## src/rtl/fill_position_ledger.sv

```systemverilog
// fill_position_ledger
//   Consumes the order manager's fill stream and keeps a per-symbol signed net
//   position table (buys add, sells subtract). Each fill produces one position
//   report over a valid/ready handshake. A registered query port serves the
//   risk logic. An input FIFO absorbs fill bursts because the producer cannot
//   be stalled.
//
// Ports
//   clk, rst_n        clock, asynchronous active-low reset
//   exec_*            fill strobe + symbol/volume/side (0 = buy, 1 = sell), no ready
//   rpt_*             position report: valid/ready, symbol, position, new, sat, err
//   qry_valid/symbol  position query strobe and symbol
//   qry_resp_valid    response one cycle after qry_valid, with qry_hit/qry_position
//   fill_count        fills applied (wraps)
//   drop_count        fills lost to a full FIFO (saturating)
//   err_count         fills rejected because the table was full (saturating)
//   dbg_state         current FSM state (0 IDLE, 1 LOOKUP, 2 UPDATE, 3 REPORT)
//
// Handshake: a report transfers on a rising edge where rpt_valid && rpt_ready;
// while rpt_valid is high and rpt_ready is low every rpt_* field holds stable.

module fill_position_ledger #(
  parameter int SYMBOL_WIDTH = 32,
  parameter int VOLUME_WIDTH = 32,
  parameter int POS_WIDTH    = 40,
  parameter int NUM_SLOTS    = 16,
  parameter int FIFO_DEPTH   = 8
) (
  input  logic                    clk,
  input  logic                    rst_n,
  input  logic                    exec_valid,
  input  logic [SYMBOL_WIDTH-1:0] exec_symbol,
  input  logic [VOLUME_WIDTH-1:0] exec_volume,
  input  logic                    exec_side,
  output logic                    rpt_valid,
  input  logic                    rpt_ready,
  output logic [SYMBOL_WIDTH-1:0] rpt_symbol,
  output logic [POS_WIDTH-1:0]    rpt_position,
  output logic                    rpt_new,
  output logic                    rpt_sat,
  output logic                    rpt_err,
  input  logic                    qry_valid,
  input  logic [SYMBOL_WIDTH-1:0] qry_symbol,
  output logic                    qry_resp_valid,
  output logic                    qry_hit,
  output logic [POS_WIDTH-1:0]    qry_position,
  output logic [31:0]             fill_count,
  output logic [15:0]             drop_count,
  output logic [15:0]             err_count,
  output logic [1:0]              dbg_state
);

  localparam int SW = (NUM_SLOTS > 1) ? $clog2(NUM_SLOTS) : 1;
  localparam int AW = (FIFO_DEPTH > 1) ? $clog2(FIFO_DEPTH) : 1;
  localparam int CW = AW + 1;
  localparam logic [POS_WIDTH-1:0] POS_MAX = {1'b0, {(POS_WIDTH-1){1'b1}}};
  localparam logic [POS_WIDTH-1:0] POS_MIN = {1'b1, {(POS_WIDTH-1){1'b0}}};

  typedef enum logic [1:0] {S_IDLE = 2'd0, S_LOOKUP = 2'd1, S_UPDATE = 2'd2, S_REPORT = 2'd3} state_t;

  state_t state_q, state_d;

  // Fill inputs are staged one cycle before entering the FIFO.
  logic                    in_valid_q, in_valid_d;
  logic [SYMBOL_WIDTH-1:0] in_symbol_q, in_symbol_d;
  logic [VOLUME_WIDTH-1:0] in_volume_q, in_volume_d;
  logic                    in_side_q, in_side_d;

  logic [FIFO_DEPTH-1:0][SYMBOL_WIDTH-1:0] fifo_sym_q, fifo_sym_d;
  logic [FIFO_DEPTH-1:0][VOLUME_WIDTH-1:0] fifo_vol_q, fifo_vol_d;
  logic [FIFO_DEPTH-1:0]                   fifo_side_q, fifo_side_d;
  logic [AW-1:0]                           wr_ptr_q, wr_ptr_d, rd_ptr_q, rd_ptr_d;
  logic [CW-1:0]                           fifo_cnt_q, fifo_cnt_d;

  logic [SYMBOL_WIDTH-1:0] wk_sym_q, wk_sym_d;
  logic [VOLUME_WIDTH-1:0] wk_vol_q, wk_vol_d;
  logic                    wk_side_q, wk_side_d;

  logic          lk_hit_q, lk_hit_d, lk_free_q, lk_free_d;
  logic [SW-1:0] lk_hit_idx_q, lk_hit_idx_d, lk_free_idx_q, lk_free_idx_d;

  logic [NUM_SLOTS-1:0]                   slot_vld_q, slot_vld_d;
  logic [NUM_SLOTS-1:0][SYMBOL_WIDTH-1:0] slot_sym_q, slot_sym_d;
  logic [NUM_SLOTS-1:0][POS_WIDTH-1:0]    slot_pos_q, slot_pos_d;

  logic                    rpt_valid_q, rpt_valid_d;
  logic [SYMBOL_WIDTH-1:0] rpt_symbol_q, rpt_symbol_d;
  logic [POS_WIDTH-1:0]    rpt_position_q, rpt_position_d;
  logic                    rpt_new_q, rpt_new_d, rpt_sat_q, rpt_sat_d, rpt_err_q, rpt_err_d;

  logic                    qry_resp_valid_q, qry_resp_valid_d;
  logic                    qry_hit_q, qry_hit_d;
  logic [POS_WIDTH-1:0]    qry_position_q, qry_position_d;

  logic [31:0] fill_count_q, fill_count_d;
  logic [15:0] drop_count_q, drop_count_d, err_count_q, err_count_d;

  // Combinational table searches
  logic          lk_hit_c, lk_free_c, qry_hit_c;
  logic [SW-1:0] lk_hit_idx_c, lk_free_idx_c;
  logic [POS_WIDTH-1:0] qry_pos_c;

  always_comb begin
    lk_hit_c      = 1'b0;
    lk_hit_idx_c  = '0;
    lk_free_c     = 1'b0;
    lk_free_idx_c = '0;
    qry_hit_c     = 1'b0;
    qry_pos_c     = '0;
    for (int i = 0; i < NUM_SLOTS; i++) begin
      if (slot_vld_q[i] && (slot_sym_q[i] == wk_sym_q) && !lk_hit_c) begin
        lk_hit_c     = 1'b1;
        lk_hit_idx_c = SW'(i);
      end
      // First free slot found scanning upward is the lowest index.
      if (!slot_vld_q[i] && !lk_free_c) begin
        lk_free_c     = 1'b1;
        lk_free_idx_c = SW'(i);
      end
      if (slot_vld_q[i] && (slot_sym_q[i] == qry_symbol) && !qry_hit_c) begin
        qry_hit_c = 1'b1;
        qry_pos_c = slot_pos_q[i];
      end
    end
  end

  // Position arithmetic at POS_WIDTH+1 bits so overflow is visible as a
  // disagreement between the top two bits.
  logic [POS_WIDTH-1:0] old_pos;
  logic [POS_WIDTH:0]   old_ext, vol_ext, sum_ext;
  logic                 ovf;
  logic [POS_WIDTH-1:0] pos_new;

  always_comb begin
    old_pos = lk_hit_q ? slot_pos_q[lk_hit_idx_q] : '0;
    old_ext = {old_pos[POS_WIDTH-1], old_pos};
    vol_ext = {{(POS_WIDTH+1-VOLUME_WIDTH){1'b0}}, wk_vol_q};
    sum_ext = wk_side_q ? (old_ext - vol_ext) : (old_ext + vol_ext);
    ovf     = sum_ext[POS_WIDTH] ^ sum_ext[POS_WIDTH-1];
    if (ovf) pos_new = sum_ext[POS_WIDTH] ? POS_MIN : POS_MAX;
    else     pos_new = sum_ext[POS_WIDTH-1:0];
  end

  logic fifo_full, fifo_empty, push, pop;

  always_comb begin
    fifo_full  = (fifo_cnt_q == CW'(FIFO_DEPTH));
    fifo_empty = (fifo_cnt_q == '0);
    // Push is refused on a full FIFO even if a pop happens this cycle.
    push = in_valid_q && !fifo_full;
    pop  = (state_q == S_IDLE) && !fifo_empty;

    in_valid_d  = exec_valid;
    in_symbol_d = exec_symbol;
    in_volume_d = exec_volume;
    in_side_d   = exec_side;

    fifo_sym_d  = fifo_sym_q;
    fifo_vol_d  = fifo_vol_q;
    fifo_side_d = fifo_side_q;
    wr_ptr_d    = wr_ptr_q;
    rd_ptr_d    = rd_ptr_q;
    fifo_cnt_d  = fifo_cnt_q + CW'(push) - CW'(pop);

    state_d       = state_q;
    wk_sym_d      = wk_sym_q;
    wk_vol_d      = wk_vol_q;
    wk_side_d     = wk_side_q;
    lk_hit_d      = lk_hit_q;
    lk_hit_idx_d  = lk_hit_idx_q;
    lk_free_d     = lk_free_q;
    lk_free_idx_d = lk_free_idx_q;
    slot_vld_d    = slot_vld_q;
    slot_sym_d    = slot_sym_q;
    slot_pos_d    = slot_pos_q;

    rpt_valid_d    = rpt_valid_q;
    rpt_symbol_d   = rpt_symbol_q;
    rpt_position_d = rpt_position_q;
    rpt_new_d      = rpt_new_q;
    rpt_sat_d      = rpt_sat_q;
    rpt_err_d      = rpt_err_q;

    fill_count_d = fill_count_q;
    drop_count_d = drop_count_q;
    err_count_d  = err_count_q;

    qry_resp_valid_d = qry_valid;
    qry_hit_d        = qry_hit_q;
    qry_position_d   = qry_position_q;
    if (qry_valid) begin
      // Reads the table as it stands before this cycle's write.
      qry_hit_d      = qry_hit_c;
      qry_position_d = qry_pos_c;
    end

    if (push) begin
      fifo_sym_d[wr_ptr_q]  = in_symbol_q;
      fifo_vol_d[wr_ptr_q]  = in_volume_q;
      fifo_side_d[wr_ptr_q] = in_side_q;
      wr_ptr_d              = wr_ptr_q + AW'(1);
    end
    if (in_valid_q && fifo_full && (drop_count_q != 16'hFFFF)) begin
      drop_count_d = drop_count_q + 16'd1;
    end

    case (state_q)
      S_IDLE: begin
        if (pop) begin
          wk_sym_d  = fifo_sym_q[rd_ptr_q];
          wk_vol_d  = fifo_vol_q[rd_ptr_q];
          wk_side_d = fifo_side_q[rd_ptr_q];
          rd_ptr_d  = rd_ptr_q + AW'(1);
          state_d   = S_LOOKUP;
        end
      end
      S_LOOKUP: begin
        lk_hit_d      = lk_hit_c;
        lk_hit_idx_d  = lk_hit_idx_c;
        lk_free_d     = lk_free_c;
        lk_free_idx_d = lk_free_idx_c;
        state_d       = S_UPDATE;
      end
      S_UPDATE: begin
        rpt_valid_d    = 1'b1;
        rpt_symbol_d   = wk_sym_q;
        rpt_new_d      = 1'b0;
        rpt_sat_d      = 1'b0;
        rpt_err_d      = 1'b0;
        rpt_position_d = '0;
        if (lk_hit_q) begin
          slot_pos_d[lk_hit_idx_q] = pos_new;
          rpt_position_d           = pos_new;
          rpt_sat_d                = ovf;
          fill_count_d             = fill_count_q + 32'd1;
        end else if (lk_free_q) begin
          slot_vld_d[lk_free_idx_q] = 1'b1;
          slot_sym_d[lk_free_idx_q] = wk_sym_q;
          slot_pos_d[lk_free_idx_q] = pos_new;
          rpt_position_d            = pos_new;
          rpt_sat_d                 = ovf;
          rpt_new_d                 = 1'b1;
          fill_count_d              = fill_count_q + 32'd1;
        end else begin
          rpt_err_d = 1'b1;
          if (err_count_q != 16'hFFFF) err_count_d = err_count_q + 16'd1;
        end
        state_d = S_REPORT;
      end
      S_REPORT: begin
        if (rpt_ready) begin
          rpt_valid_d = 1'b0;
          state_d     = S_IDLE;
        end
      end
      default: state_d = S_IDLE;
    endcase
  end

  always_ff @(posedge clk or negedge rst_n) begin
    if (!rst_n) begin
      state_q          <= S_IDLE;
      in_valid_q       <= 1'b0;
      in_symbol_q      <= '0;
      in_volume_q      <= '0;
      in_side_q        <= 1'b0;
      fifo_sym_q       <= '0;
      fifo_vol_q       <= '0;
      fifo_side_q      <= '0;
      wr_ptr_q         <= '0;
      rd_ptr_q         <= '0;
      fifo_cnt_q       <= '0;
      wk_sym_q         <= '0;
      wk_vol_q         <= '0;
      wk_side_q        <= 1'b0;
      lk_hit_q         <= 1'b0;
      lk_hit_idx_q     <= '0;
      lk_free_q        <= 1'b0;
      lk_free_idx_q    <= '0;
      slot_vld_q       <= '0;
      slot_sym_q       <= '0;
      slot_pos_q       <= '0;
      rpt_valid_q      <= 1'b0;
      rpt_symbol_q     <= '0;
      rpt_position_q   <= '0;
      rpt_new_q        <= 1'b0;
      rpt_sat_q        <= 1'b0;
      rpt_err_q        <= 1'b0;
      qry_resp_valid_q <= 1'b0;
      qry_hit_q        <= 1'b0;
      qry_position_q   <= '0;
      fill_count_q     <= '0;
      drop_count_q     <= '0;
      err_count_q      <= '0;
    end else begin
      state_q          <= state_d;
      in_valid_q       <= in_valid_d;
      in_symbol_q      <= in_symbol_d;
      in_volume_q      <= in_volume_d;
      in_side_q        <= in_side_d;
      fifo_sym_q       <= fifo_sym_d;
      fifo_vol_q       <= fifo_vol_d;
      fifo_side_q      <= fifo_side_d;
      wr_ptr_q         <= wr_ptr_d;
      rd_ptr_q         <= rd_ptr_d;
      fifo_cnt_q       <= fifo_cnt_d;
      wk_sym_q         <= wk_sym_d;
      wk_vol_q         <= wk_vol_d;
      wk_side_q        <= wk_side_d;
      lk_hit_q         <= lk_hit_d;
      lk_hit_idx_q     <= lk_hit_idx_d;
      lk_free_q        <= lk_free_d;
      lk_free_idx_q    <= lk_free_idx_d;
      slot_vld_q       <= slot_vld_d;
      slot_sym_q       <= slot_sym_d;
      slot_pos_q       <= slot_pos_d;
      rpt_valid_q      <= rpt_valid_d;
      rpt_symbol_q     <= rpt_symbol_d;
      rpt_position_q   <= rpt_position_d;
      rpt_new_q        <= rpt_new_d;
      rpt_sat_q        <= rpt_sat_d;
      rpt_err_q        <= rpt_err_d;
      qry_resp_valid_q <= qry_resp_valid_d;
      qry_hit_q        <= qry_hit_d;
      qry_position_q   <= qry_position_d;
      fill_count_q     <= fill_count_d;
      drop_count_q     <= drop_count_d;
      err_count_q      <= err_count_d;
    end
  end

  assign rpt_valid      = rpt_valid_q;
  assign rpt_symbol     = rpt_symbol_q;
  assign rpt_position   = rpt_position_q;
  assign rpt_new        = rpt_new_q;
  assign rpt_sat        = rpt_sat_q;
  assign rpt_err        = rpt_err_q;
  assign qry_resp_valid = qry_resp_valid_q;
  assign qry_hit        = qry_hit_q;
  assign qry_position   = qry_position_q;
  assign fill_count     = fill_count_q;
  assign drop_count     = drop_count_q;
  assign err_count      = err_count_q;
  assign dbg_state      = state_q;

endmodule

```

## config.mk

```make
export PLATFORM = sky130hd
export DESIGN_NAME = fill_position_ledger
export DESIGN_NICKNAME = d
export VERILOG_FILES = /design/src/rtl/fill_position_ledger.sv
export SDC_FILE = /design/constraint.sdc
export NUM_CORES = 2
export LEC_CHECK = 0
export CORE_MARGIN = 2
export CORE_UTILIZATION = 35
export DETAILED_ROUTE_END_ITERATION = 10
export DONT_BUFFER_PORTS = 1
export GPL_ROUTABILITY_DRIVEN = 0
export PLACE_DENSITY = 0.52
export SLEW_MARGIN = 10
export SYNTH_ARGS = -nofsm -noshare
export SYNTH_HDL_FRONTEND = slang
export SYNTH_SLANG_ARGS = --single-unit
```

## constraint.sdc

```tcl
create_clock -name clk -period 11.8 [get_ports clk]
set_input_delay 3.54 -clock clk [delete_from_list [all_inputs] [get_ports clk]]
set_output_delay 3.54 -clock clk [all_outputs]
set_load 0.05 [all_outputs]
```

After elaboration in Yosys (flattened, before gate mapping)
Index checks and enable logic that the tools add are counted.
W data, S select, Z words.

storage, ports and cells
  flip-flop bits (word level) = 2023
  bits in latches = 0
  bits in writable memories = 0
  ROM bits = 0
  input port bits = 102
  output and inout bits = 184
  memories = 0

cells by class
  add/sub/neg operators = 9
  multiply operators = 0
  divide/modulo/power cells = 0
  $lt $le $gt $ge = 7
  equality and inequality tests = 40
  shift operators = 0
  multiplexer cells = 141
  bitwise operators = 4
  reductions and logical operators = 155

operator list
  operator                 count
  $bwmux W640              2
  $mux W640                2
  $eq A32 B32 Y1           32
  $mux W40                 24
  $bwmux W256              2
  $bwmux W512              1
  $demux W40 S4            2
  $bmux W32 S3             2
  $mux W32                 6
  $bmux W40 S4             1
  $demux W32 S4            1
  $mux W4                  28
  $demux W32 S3            1
  $logic_and A1 B1 Y1      84
  $logic_not A1 Y1         61
  $mux W1                  60
  $add A40 B33 Y41         1
  $mux W41                 1
  $sub A40 B33 Y41         1
  $add A16 B1 Y16 const B  2
  $add A32 B1 Y32 const B  1
  $ne A16 B16 Y1 const B   2
  $or A16 B16 Y16          1
  $lt A4 B5 Y1 const B     2
  other kinds (25)         36

Depth between registers and ports, before layout
  word-level depth = 48
  mapped depth = 24

Worst setup path before layout
No wires, ideal clock.

  path kind = input port to flip-flop
  start point = in qry_symbol[28]
  end point = reg qry_position_q[37], in the netlist qry_position[37]
  library setup time = 0.082 ns
  data arrival time = 6.557 ns
  path slack = 5.162 ns
  stages = 14
  cells stage by stage = buf_2 -> buf_2 -> xnor2_1 -> nand2_1 -> nor4b_1 -> nand4_2 -> nor4_1 -> buf_2 -> buf_2 -> a22oi_1 -> a32o_1 -> nand4_1 -> o2111ai_1 -> a31oi_1

between the ends
  longest elaborated chain between the ends = 48
  elaborated cells on any way between the ends = 93
  classes of those cells = eq/ne (16); mux (31); reduce/logical (46)

RTL lines
  element                 line  RTL
  start: declaration      43    input logic [SYMBOL_WIDTH-1:0] qry_symbol,
  $eq A32 B32 Y1          120   if (slot_vld_q[i] && (slot_sym_q[i] == qry_symbol) && !qry_hit_c) begin
  $logic_and A1 B1 Y1     120
  $mux W1                 120
  $logic_not A1 Y1        120
  $logic_and A1 B1 Y1     120
  $mux W1                 120
  $logic_not A1 Y1        120
  $logic_and A1 B1 Y1     120
  [... 32 more ...]       -
  $logic_and A1 B1 Y1     120
  $mux W1                 120
  $logic_not A1 Y1        120
  $logic_and A1 B1 Y1     120
  $mux W1                 120
  $logic_not A1 Y1        120
  $logic_and A1 B1 Y1     120
  $mux W40 *              120
  end signal: assignment  325   qry_position_q <= qry_position_d;
  end: declaration        93    logic [POS_WIDTH-1:0] qry_position_q, qry_position_d;

Every way passes the cells marked *; elsewhere a longest branch is shown, timed or not.
A chain may end at the register's enable or synchronous reset.

Worst setup path in the final report
  start point = reg lk_hit_idx_q[0]
  end point = reg slot_pos_q[44] in the netlist's numbering

between the ends
  longest elaborated chain between the ends = 10
  elaborated cells on any way between the ends = 18
  classes of those cells = add/sub (2); order compare (2); mux (12); bitwise (1); reduce/logical (1)

RTL lines
  element                                                      line      RTL
  start: declaration                                           80        logic [SW-1:0] lk_hit_idx_q, lk_hit_idx_d, lk_free_idx_q, lk_free_idx_d;
  start signal: assignment                                     311       lk_hit_idx_q <= lk_hit_idx_d;
  $bmux W40 S4                                                 135       old_pos = lk_hit_q ? slot_pos_q[lk_hit_idx_q] : '0;
  $mux W40 (not written as such)                               135
  $mux W40                                                     135
  $add A40 B33 Y41 / $sub A40 B33 Y41 (equally long branches)  138       sum_ext = wk_side_q ? (old_ext - vol_ext) : (old_ext + vol_ext);
  $mux W41                                                     138
  $mux W40 / $xor A1 B1 Y1 (equally long branches)             140, 139
  $mux W40                                                     140       if (ovf) pos_new = sum_ext[POS_WIDTH] ? POS_MIN : POS_MAX;
  $bwmux W640                                                  239       slot_pos_d[lk_free_idx_q] = pos_new;
  $mux W640                                                    236       end else if (lk_free_q) begin
  $mux W640 *                                                  231       if (lk_hit_q) begin
  end signal: assignment                                       316       slot_pos_q <= slot_pos_d;
  end: declaration                                             84        logic [NUM_SLOTS-1:0][POS_WIDTH-1:0] slot_pos_q, slot_pos_d;

Every way passes the cells marked *; elsewhere a longest branch is shown, timed or not. The select of a mux whose other input is x is not followed.

==> results.cfg <==
[worst_setup_path]
timing.rr.start = lk_hit_idx_q[0]
slowest_stage = dfrtp_4
critPathKind = reg -> reg
reg2reg_slack_ns = 3.52
crit_family = compound AO/OA/AOI/OAI gates
startpoint_type = flip-flop
crit_buf_inv = 3
required_ns = 12.52
cp_max_fo = 53
path_depth = 19
crit_end = slot_pos_q[44]
crit_start = lk_hit_idx_q[0]
max_stage_delay_ns = 1.00
arrival_ns = 9.00
reg2reg_to = slot_pos_q[44]
ff2ff_path_depth = 19
worstPathCellList = buf_4 -> mux4_2 -> mux4_2 -> nand2_1 -> ha_1 -> inv_1 -> fa_1 -> a211o_1 -> o211ai_1 -> a22o_1 -> o31a_1 -> o31a_1 -> o31ai_1 -> a211oi_1 -> a31oi_4 -> nand2_4 -> buf_4 -> maj3_1 -> o21ai_0
cp-end-kind = flip-flop

[routing]
drc = 0
drtPass1Iterations = 8
dr.max_layer_used = met5
wl_met2_um = 165000
vias = 73900
wl_um = 375000
drt_iter0_markers = 7734
wl_per_cell_um = 29.5
drtAntennaViolNets = 0
wl_met1_um = 158000
viasPerCell = 5.81
dr_wl_met3_um = 33000

[clock_network]
clock_latency_ns = 0.90
path_clk_slew_ns = 0.06
htreeDepth = 4
cts_tree = done
clk_path_buf_depth = 4
cts.hold.buffers_added = 0
cts_made_buffers = 230
clock-sinks = 2023
cts_resized = 0
root_buffer = clkbuf_16
cts_setup_buffers = 0

[global_routing]
grt_usage = 0.245
grt_overflow_total = 0
grt_pass1_vias = 74700
antenna_found_initial = 43
grt_max_degree = 251
grt_pass1_wl_um = 543000

[finish]
layoutNonFillerInstCount = 12700
drive_gt1_frac = 0.246
fin_nets = 8750
area_growth_pct = 11.6
n_fill_cell = 28100

[job]
maxCapViolCount = 0

[die]
die-area_um2 = 301000
fp.dieH_um = 549
ios = 286
rows = 200
initial_core_util = 0.351
core-area_um2 = 296000
die_w_um = 549

[outcome]
status = complete, no violations

[synth]
ys.warnings.count = 0
yosys-top-cells-area = dfrtp_1 (49%), mux2_2 (12%), mux4_2 (7.2%), xnor2_1 (5.5%), xor2_1 (4.1%)
yosysMostFrequentCell = dfrtp_1
post-synth-top-area-cell = dfrtp_1
syn-num-nets = 9043
async_flop_share = 1.00
synthFlopType = dfrtp_1
synthDominantCellAreaShare = 0.487
synthTopCellsByCount = dfrtp_1 (2023), mux2_2 (1128), nand2_1 (835)
ys_seq_elements = 2023
yosysUniqueCellTypes = 96
ys_seq_area_frac = 0.487
synthCells = 8883
synth_area_um2 = 104000
avgSynthCellArea_um2 = 11.7
synth_edf_count = 0

[sta]
drv_slew = 0
setup_violations = 0
slew_headroom = 0.0622
finalSetupTns_ns = 0
period_needed_ns = 8.28
worstMarginPinSlew_ns = 1.41
hold_viol = 0
period_share = 0.702
fin_skew_ns = 0.0531
worst_slack_ns = 3.52
max_freq_mhz = 121
rsz0062_at_grt = no

[power_and_ir_drop]
total_power_uw = 30000
power_density_nw_per_um2 = 259
p_leak_uw = 0.0488
vdd_drop_max_mv = 0.141

[placed_design]
port_buffers = 0
hpwlAfterDp_um = 234000
dpl_worst_slack_ns = 3.43
place_inst = 12300

[hold_path]
hold_path.class = reg -> reg
worst register-to-register path: stages (launching register included):
cell and delay, ns:
dfrtp_4 1.00, buf_4 0.78, mux4_2 0.61, mux4_2 0.57, nand2_1 0.18, ha_1 0.26
inv_1 0.09, fa_1 0.49, a211o_1 0.29, o211ai_1 0.13, a22o_1 0.30, o31a_1 0.18
o31a_1 0.31, o31ai_1 0.16, a211oi_1 0.71, a31oi_4 0.29, nand2_4 0.24, buf_4 0.63
maj3_1 0.71, o21ai_0 0.20
cell families (layout without fill, tap and decap cells):
logic type	after synthesis	after routing	synth area share
buffers and inverters	758	643	0.0289
adder cells (fa/ha/maj)	86	86	0.0101
AO/OA/AOI/OAI	1335	1335	0.0815
AND/OR/NAND/NOR	2003	2003	0.0945
XOR/XNOR	1146	1146	0.0967
multiplexers	1532	1532	0.201
other	0	10	0
flip-flops	2023	2023	0.487
final cells by class:
cell class              instances  area, um2  area share
diodes                         10       25.0    0.000216
clock buffers                 325       6660      0.0574
clock inverters                85       1180      0.0102
inverters                      74        279     0.00241
multi-input cells            6102      50600       0.437
flip-flops and latches       2023      50700       0.437
well taps                    3939       4930      0.0425
repair buffers                159       1540      0.0133
layer usage:
layer,global-route usage,vias to the layer above
met5,0,-
li1,-,31500
met3,0.0623,889
met1,0.328,38400
met4,0.106,36
met2,0.376,3141
stage by stage:
stage,hold WS (ns),util,area (um2)
floorplan,0.458,-,104000
detailed placement,0.486,0.364,108000
finish,0.495,0.391,116000
CTS,0.499,0.391,116000
global placement,0.470,0.364,108000
global route,0.508,0.391,116000
report_power, final:
group	internal, uW	switching, uW	leakage [uW]
Combinational	4680	6060	0.0189
Clock	4480	3040	0.00383
Sequential	9010	2780	0.0261
how the worst min path moves through the flow:
stage | start | endpoint | slack (ns) | cells past startpoint
detailed placement | slot_pos_q[2] | slot_pos_q[2] | 0.49 | 2
global route | fifo_vol_q[66] | fifo_vol_q[66] | 0.51 | 1
global placement | slot_pos_q[90] | slot_pos_q[90] | 0.47 | 2
floorplan | slot_pos_q[624] | slot_pos_q[624] | 0.46 | 2
finish | slot_pos_q[102] | slot_pos_q[102] | 0.50 | 2
CTS | slot_pos_q[102] | slot_pos_q[102] | 0.50 | 2
placed cells by master, fill, tap and decap left out, types with 52 or more instances in the layout:
cell type and instances:
xnor2_1 657, a21oi_1 184, inv_1 70, mux4_2 330
xor2_1 488, dfrtp_1 1984, and2_1 52, nand2b_1 60
buf_4 141, nor4_1 192, mux2_2 1128, clkbuf_16 233
nand4_1 221, a22o_1 71, nand3_1 147, nor2_1 221
o21ai_0 604, nor3_1 65, nand2_1 817, mux2i_1 74
a21o_1 56, ha_1 55
sequential cells by signal (all words and copies together) (netlist names), 8 cells and up:
| signal | flops |
|---|---|
| slot_pos_q | 640 |
| slot_sym_q | 512 |
| fifo_sym_q | 256 |
| fifo_vol_q | 256 |
| qry_position | 40 |
| rpt_position | 40 |
| fill_count | 32 |
| in_symbol_q | 32 |
| in_volume_q | 32 |
| rpt_symbol | 32 |
| wk_sym_q | 32 |
| wk_vol_q | 32 |
| drop_count | 16 |
| err_count | 16 |
| slot_vld_q | 16 |
| fifo_side_q | 8 |
No activity file was read; power rests on OpenSTA's default activity.
